===== src/rtl/mem_bus_pkg.sv =====
// mem_bus_pkg: ControlBus bit map, FSM encoding and port indices shared by the
// arbiter, the CPU and DataMemory.
package mem_bus_pkg;

    localparam int CB_W         = 3;
    localparam int CB_WRITE_BIT = 2;
    localparam int CB_READ_BIT  = 1;
    localparam int CB_RSVD_BIT  = 0;

    localparam int PORT_CPU = 0;
    localparam int PORT_AUX = 1;

    typedef enum logic [1:0] {
        IDLE  = 2'd0,
        ISSUE = 2'd1,
        WAIT  = 2'd2,
        RESP  = 2'd3
    } mb_state_e;

    // Increment that sticks at all-ones instead of wrapping.
    function automatic logic [31:0] sat_inc32(input logic [31:0] v);
        return (v == 32'hFFFF_FFFF) ? v : v + 32'd1;
    endfunction

endpackage


===== src/rtl/mem_bus_arbiter_rr_arb2.sv =====
// rr_arb2: two-port winner select. A lone requester always wins; a tie goes
// to port 0 in fixed-priority mode, otherwise to the port not granted last.
module rr_arb2
    import mem_bus_pkg::*;
#(
    parameter int PRIO_MODE = 0
) (
    input  logic [1:0] req_i,
    input  logic       last_grant_i,
    output logic       any_o,
    output logic       win_o
);

    // Pure combinational pick; the caller decides when to act on it.
    always_comb begin
        any_o = |req_i;
        win_o = 1'(PORT_CPU);
        if (req_i == 2'b10) begin
            win_o = 1'(PORT_AUX);
        end else if (req_i == 2'b11) begin
            win_o = (PRIO_MODE == 1) ? 1'(PORT_CPU) : ~last_grant_i;
        end
    end

endmodule


===== src/rtl/mem_bus_arbiter.sv =====
// mem_bus_arbiter: shares the single DataMemory port between the CPU data port
// (port 0) and an auxiliary master (port 1). One transaction in flight at a
// time: arbitrate -> issue -> wait read latency -> return data. All outputs
// are registered; per-port stall counters saturate.
module mem_bus_arbiter
    import mem_bus_pkg::*;
#(
    parameter int ADDR_W    = 32,
    parameter int DATA_W    = 32,
    parameter int RD_LAT    = 0,   // 0..7 cycles after the ISSUE edge
    parameter int PRIO_MODE = 0    // 0 round-robin, 1 port 0 always wins
) (
    input  logic              InputClk,
    input  logic              rst,
    input  logic [1:0]        req,
    input  logic [1:0]        we,
    input  logic [ADDR_W-1:0] addr0,
    input  logic [ADDR_W-1:0] addr1,
    input  logic [DATA_W-1:0] wdata0,
    input  logic [DATA_W-1:0] wdata1,
    output logic [1:0]        gnt,
    output logic [1:0]        rvalid,
    output logic [DATA_W-1:0] rdata,
    output logic [ADDR_W-1:0] AddressBus,
    output logic [DATA_W-1:0] DataBusOut,
    input  logic [DATA_W-1:0] DataBusIn,
    output logic [CB_W-1:0]   ControlBus,
    output logic [31:0]       stall0,
    output logic [31:0]       stall1
);

    localparam logic [2:0] LAT = 3'(RD_LAT);

    mb_state_e         state_q, state_d;
    logic [2:0]        lat_q, lat_d;
    logic              last_grant_q, last_grant_d;
    logic              we_q, we_d;
    logic [1:0]        gnt_q, gnt_d;
    logic [1:0]        rvalid_q, rvalid_d;
    logic [CB_W-1:0]   cb_q, cb_d;
    logic [ADDR_W-1:0] abus_q, abus_d;
    logic [DATA_W-1:0] dout_q, dout_d;
    logic [DATA_W-1:0] rdata_q, rdata_d;
    logic [31:0]       stall0_q, stall0_d;
    logic [31:0]       stall1_q, stall1_d;

    logic              arb_any;
    logic              arb_win;
    logic              win_we;
    logic [ADDR_W-1:0] win_addr;
    logic [DATA_W-1:0] win_wdata;

    rr_arb2 #(.PRIO_MODE(PRIO_MODE)) u_arb (
        .req_i       (req),
        .last_grant_i(last_grant_q),
        .any_o       (arb_any),
        .win_o       (arb_win)
    );

    assign win_we    = we[arb_win];
    assign win_addr  = arb_win ? addr1 : addr0;
    assign win_wdata = arb_win ? wdata1 : wdata0;

    // Next state and next registered outputs; pulses default low every cycle.
    always_comb begin
        state_d      = state_q;
        lat_d        = lat_q;
        last_grant_d = last_grant_q;
        we_d         = we_q;
        gnt_d        = '0;
        rvalid_d     = '0;
        cb_d         = '0;
        abus_d       = abus_q;
        dout_d       = dout_q;
        rdata_d      = rdata_q;
        // A cycle with req up and no gnt showing counts, busy or not.
        stall0_d = (req[PORT_CPU] && !gnt_q[PORT_CPU]) ? sat_inc32(stall0_q) : stall0_q;
        stall1_d = (req[PORT_AUX] && !gnt_q[PORT_AUX]) ? sat_inc32(stall1_q) : stall1_q;

        case (state_q)
            IDLE: begin
                if (arb_any) begin
                    last_grant_d          = arb_win;
                    we_d                  = win_we;
                    abus_d                = win_addr;
                    if (win_we) dout_d    = win_wdata;  // reads leave DataBusOut alone
                    gnt_d[arb_win]        = 1'b1;
                    cb_d[CB_WRITE_BIT]    = win_we;
                    cb_d[CB_READ_BIT]     = ~win_we;
                    cb_d[CB_RSVD_BIT]     = 1'b0;
                    state_d               = ISSUE;
                end
            end
            ISSUE: begin
                if (we_q) begin
                    state_d = IDLE;
                end else if (LAT == 3'd0) begin
                    rdata_d                = DataBusIn;
                    rvalid_d[last_grant_q] = 1'b1;
                    state_d                = RESP;
                end else begin
                    lat_d   = 3'd1;
                    state_d = WAIT;
                end
            end
            WAIT: begin
                if (lat_q == LAT) begin
                    rdata_d                = DataBusIn;
                    rvalid_d[last_grant_q] = 1'b1;
                    state_d                = RESP;
                end else begin
                    lat_d = lat_q + 3'd1;
                end
            end
            RESP: state_d = IDLE;
            default: state_d = IDLE;
        endcase
    end

    // State and output registers; reset aborts any transaction in flight.
    always_ff @(posedge InputClk or negedge rst) begin
        if (!rst) begin
            state_q      <= IDLE;
            lat_q        <= '0;
            last_grant_q <= 1'(PORT_AUX);  // so port 0 wins the first tie
            we_q         <= 1'b0;
            gnt_q        <= '0;
            rvalid_q     <= '0;
            cb_q         <= '0;
            abus_q       <= '0;
            dout_q       <= '0;
            rdata_q      <= '0;
            stall0_q     <= '0;
            stall1_q     <= '0;
        end else begin
            state_q      <= state_d;
            lat_q        <= lat_d;
            last_grant_q <= last_grant_d;
            we_q         <= we_d;
            gnt_q        <= gnt_d;
            rvalid_q     <= rvalid_d;
            cb_q         <= cb_d;
            abus_q       <= abus_d;
            dout_q       <= dout_d;
            rdata_q      <= rdata_d;
            stall0_q     <= stall0_d;
            stall1_q     <= stall1_d;
        end
    end

    assign gnt        = gnt_q;
    assign rvalid     = rvalid_q;
    assign rdata      = rdata_q;
    assign AddressBus = abus_q;
    assign DataBusOut = dout_q;
    assign ControlBus = cb_q;
    assign stall0     = stall0_q;
    assign stall1     = stall1_q;

endmodule


===== config.mk =====
export PLATFORM = sky130hd
export DESIGN_NAME = mem_bus_arbiter
export DESIGN_NICKNAME = d
export VERILOG_FILES = /design/src/rtl/mem_bus_pkg.sv /design/src/rtl/mem_bus_arbiter_rr_arb2.sv /design/src/rtl/mem_bus_arbiter.sv
export SDC_FILE = /design/constraint.sdc
export NUM_CORES = 1
export LEC_CHECK = 0
export CAP_MARGIN = 15
export CORE_ASPECT_RATIO = 1.1
export CORE_MARGIN = 2
export CORE_UTILIZATION = 46
export DETAILED_ROUTE_END_ITERATION = 8
export PLACE_DENSITY = 0.9
export SETUP_SLACK_MARGIN = 0.02
export SYNTH_ARGS = -nofsm -noshare
export SYNTH_HDL_FRONTEND = slang
export SYNTH_SLANG_ARGS = --single-unit

===== constraint.sdc =====
create_clock -name InputClk -period 4.3 [get_ports InputClk]
set_input_delay 0.86 -clock InputClk [delete_from_list [all_inputs] [get_ports InputClk]]
set_output_delay 0.86 -clock InputClk [all_outputs]
set_load 0.01 [all_outputs]

==> results by stage <==
Critical path:
- The path type of the worst setup path is in -> reg.
- The endpoint arrival time on the critical path is 3.05 ns.
- The biggest cell delay along the critical path is 0.63 ns.
- The launch point of the critical path is req[0].
- At the worst endpoint, the required time is between 4 and 5 ns.
- STA classifies the critical path endpoint as a register.
- The library cell contributing the largest single delay on the critical path is sky130_fd_sc_hd__clkdlybuf4s50_1.
- The critical path goes through clkdlybuf4s50_1, nand2b_1, buf_4, or4_1, a31oi_4, nand4_1, xnor2_1.
- Along the worst path, the maximum fanout reaches 16.
- The worst setup path is launched from an input pin.
- The startpoint identified for the worst register-to-register timing path is state_q[0]$_DFFE_PN0P_.

Synthesis:
- In this run the cell area of the synthesized design comes to just under 0.008 mm².
- Yosys mapped the design onto 48 distinct sky130hd cell types.
- The share of synthesized flip-flops with an asynchronous set or reset is 100%.
- Counting flops with a built-in enable in the synthesized netlist gives 0.
- In this run the mean area of a mapped cell was 11.1 µm².
- The register bit total from synthesis is 173.
- When the netlist entered floorplanning its net count stood at 874.
- The post-synthesis instance total is 701.
- The sequential fraction of the synthesis area is a little under three fifths.
- Yosys printed 0 warnings.
- The prevailing post-synth register cell is sky130_fd_sc_hd__dfrtp_1.

Detailed routing:
- After detailed routing, the number of remaining DRC violations is 0.
- The iteration count of the initial detailed-routing pass is 5.
- The total wire length is 23.8 mm.
- The first routing iteration left 486 violations.
- The final route contains slightly below 7,000 vias.
- The ratio of routed vias to standard cells is between 5 and 6.
- The detail route stage leaves a number of antenna-violating nets equal to 0.
- The average wire per standard cell is 19.1 µm.

Timing:
- The final-report hold violation count was 0.
- Derived from the worst setup path, the maximum achievable clock frequency is 364 MHz.
- Setup total negative slack on the finished layout was measured at 0 ns.
- The transition time of the tightest slew-check pin is 1.03 ns.
- Setup violations remaining at the end of the flow were counted as 0.
- The worst pin sits at a relative slew slack of 31.4%.
- Setup repair after global routing left no endpoint under its margin.
- The time the final worst path needs with I/O delays and setup is 2.75 ns.
- The final worst clock skew is 0.00914 ns.
- The number of pins exceeding their max-slew limit in the final report is 0.
- The period utilization is 63.9%.

Layout:
- The number of diodes is 0.
- The proportion of layout cells with a drive suffix above 1 is 8.56%.
- The finished cells cover 0.0119 mm².
- The layout overhead on the synthesized area is 53.4%.
- The layout net count is 1,200.

CTS:
- The root cell of the clock tree is sky130_fd_sc_hd__clkbuf_16.
- The clock reaches the later pin of the worst-skew pair after ~0.42 ns.
- Once the clock tree was built, the setup fixing pass inserted 0 buffers.
- The sink count of the clock tree is 173.
- For this design, the CTS-stage hold fixing added 0 buffers.
- The number of buffers on the longest clock path is 2.
- The maximum level of the CTS H-tree is 4.
- Counting the buffers created by CTS gives 17.
- The post-CTS resize count is 0.
- The clock-pin slew on the worst setup and hold paths is 0.07 ns.
- TritonCTS built the clock tree.

Floorplan:
- The effective utilization at floorplan is 47.2%.
- The floorplan step set the die height to 140 µm.
- The core footprint is between 0.015 and 0.02 mm².
- The total die area is 0.0180 mm².
- In this run the core area contains 49 standard-cell rows.
- During I/O placement, the number of pins put on the boundary was 333.
- The die outline width is 128 µm.

Global route:
- The first-pass GRT wire length is 37.7 mm.
- The initial antenna violation count came to 0.
- The overall overflow remaining after global route is 0.
- The overall track demand over capacity in global routing is between 20 and 30%.
- The via count of the first global-routing pass is 7,206.
- Entering global routing, the biggest net connects around 100 pins.

Power:
- VDD sags by at most 402 µV.
- The static leakage is around 5 nW.
- For this design the ratio of total power to cell area is 598 mW/mm².
- Total power for the finished layout comes to 7.14 mW.

Placement:
- Detailed placement ended at an HPWL of 17.7 mm.
- The area of placed instances is 0.0113 mm².
- The placer congestion estimate is 0.850.
- The count of input and output buffers is roughly 330.

Run:
- The total of max-cap violations is 0.

Outcome:
- The run finished with clean final reports.

Hold path:
- The class of the tightest hold or removal check is in -> async.
[where the power goes]
part	internal [mW]	switching [mW]
sequential	2.20	0.410
combinational	1.61	1.33
clock	0.936	0.655
[flip-flops by register name, indices dropped and copies added, names as in the netlist]
name,count
DataBusOut,32
stall1,32
AddressBus,32
lat_q,3
we_q,1
rdata,32
gnt,2
stall0,32
ControlBus,2
state_q,2
last_grant_q,1
rvalid,2
[path summary, 6_finish.rpt]
kind | end | slack, ns | cells past startpoint
min in group InputClk | AddressBus[12]$_DFFE_PN0P_ | 0.49 | 2
hold / removal | stall1[11]$_DFFE_PN0P_ | 0.44 | 1
hold reg to reg | AddressBus[12]$_DFFE_PN0P_ | 0.49 | 2
max in group asynchronous | DataBusOut[26]$_DFFE_PN0P_ | 2.86 | 2
setup reg to reg | rdata[29]$_DFFE_PN0P_ | 1.91 | 5
setup / recovery | stall0[30]$_DFFE_PN0P_ | 1.55 | 7
[final cells by class]
cell class	count	area, µm²
Sequential cell	173	4330
Clock inverter	12	160
Multi-Input combinational cell	487	3330
Timing Repair Buffer	339	3390
Inverter	9	33.8
Fill cell	1068	4550
Clock buffer	20	447
Tap cell	204	255
[worst max-delay path, delay by kind of cell]
| kind | cells | cell delay [ns] |
|---|---|---|
| AO/OA/AOI/OAI | 1 | 0.31 |
| XOR/XNOR | 1 | 0.17 |
| buffers and inverters | 2 | 0.83 |
| AND/OR/NAND/NOR | 3 | 0.88 |
[layout by cell type (no fill, tap or decap), types with 4 or more instances in the layout]
cell type                         synthesis  final
sky130_fd_sc_hd__ha_1                     7      7
sky130_fd_sc_hd__xor2_1                  21     21
sky130_fd_sc_hd__a32oi_1                 31     31
sky130_fd_sc_hd__nor3_1                  18     18
sky130_fd_sc_hd__a21oi_1                 36     35
sky130_fd_sc_hd__clkinvlp_4               0      4
sky130_fd_sc_hd__xnor2_1                 41     41
sky130_fd_sc_hd__and2_1                   5      5
sky130_fd_sc_hd__nor2b_1                  4      4
sky130_fd_sc_hd__clkbuf_16                0     17
sky130_fd_sc_hd__mux2i_1                 35     35
sky130_fd_sc_hd__nor4_1                  11     11
sky130_fd_sc_hd__and3_1                   9      9
sky130_fd_sc_hd__dfrtp_1                172    172
sky130_fd_sc_hd__nor2_1                  48     46
sky130_fd_sc_hd__mux2_2                  33     33
sky130_fd_sc_hd__nand2_1                 91     91
sky130_fd_sc_hd__buf_4                    2      7
sky130_fd_sc_hd__nand3_1                 30     30
sky130_fd_sc_hd__clkdlybuf4s50_1          0    330
sky130_fd_sc_hd__nand4_1                 27     27
sky130_fd_sc_hd__inv_1                    9      9
sky130_fd_sc_hd__and4_1                   6      6
[kinds of logic after synthesis]
| logic type | count (synthesis) | synth area share [%] |
|---|---|---|
| buffers and inverters | 41 | 2.17 |
| adder cells (fa/ha/maj) | 7 | 1.12 |
| multiplexers | 69 | 9.42 |
| flip-flops | 173 | 55.6 |
| AO/OA/AOI/OAI | 82 | 7.73 |
| AND/OR/NAND/NOR | 266 | 16.9 |
| XOR/XNOR | 62 | 6.97 |
| other | 1 | 0.0482 |
[through the flow]
| step | utilization, % | hold slack, ns | setup slack, ns | cells |
|---|---|---|---|---|
| 4_1_cts | 72.4 | 0.469 | 1.56 | 1244 |
| 6_report | 72.4 | 0.445 | 1.55 | 1244 |
| 5_1_grt | 72.4 | 0.504 | 1.48 | 1244 |
| 2_1_floorplan | - | 0.473 | 2.06 | 701 |
| 3_3_place_gp | 68.8 | 0.463 | 1.21 | 1212 |
| 3_5_place_dp | 68.8 | 0.479 | 1.17 | 1212 |
[synthesized netlist by cell type (5+ instances only)]
library cell	n	area, µm²
sky130_fd_sc_hd__dfrtp_1	172	4300
sky130_fd_sc_hd__nand2_1	91	342
sky130_fd_sc_hd__nor2_1	48	180
sky130_fd_sc_hd__xnor2_1	41	359
sky130_fd_sc_hd__a21oi_1	36	180
sky130_fd_sc_hd__mux2i_1	35	350
sky130_fd_sc_hd__mux2_2	33	372
sky130_fd_sc_hd__a32oi_1	31	272
sky130_fd_sc_hd__nand3_1	30	150
sky130_fd_sc_hd__nand4_1	27	169
sky130_fd_sc_hd__xor2_1	21	184
sky130_fd_sc_hd__clkbuf_1	19	71.3
sky130_fd_sc_hd__nor3_1	18	90.1
sky130_fd_sc_hd__nor4_1	11	68.8
sky130_fd_sc_hd__and3_1	9	56.3
sky130_fd_sc_hd__inv_1	9	33.8
sky130_fd_sc_hd__ha_1	7	87.6
sky130_fd_sc_hd__and4_1	6	52.6
sky130_fd_sc_hd__buf_2	6	30.0
sky130_fd_sc_hd__and2_1	5	31.3
sky130_fd_sc_hd__buf_1	5	18.8
[metal layers]
layer	track usage, %	wire (µm)	vias to the layer above
li1	-	-	3144
met3	7.75	1580	53
met2	46.5	12200	278
met4	12.7	942	0
met5	0	0	-
met1	30.6	9070	3320
Note: power is estimated with default switching activity, not from simulation.
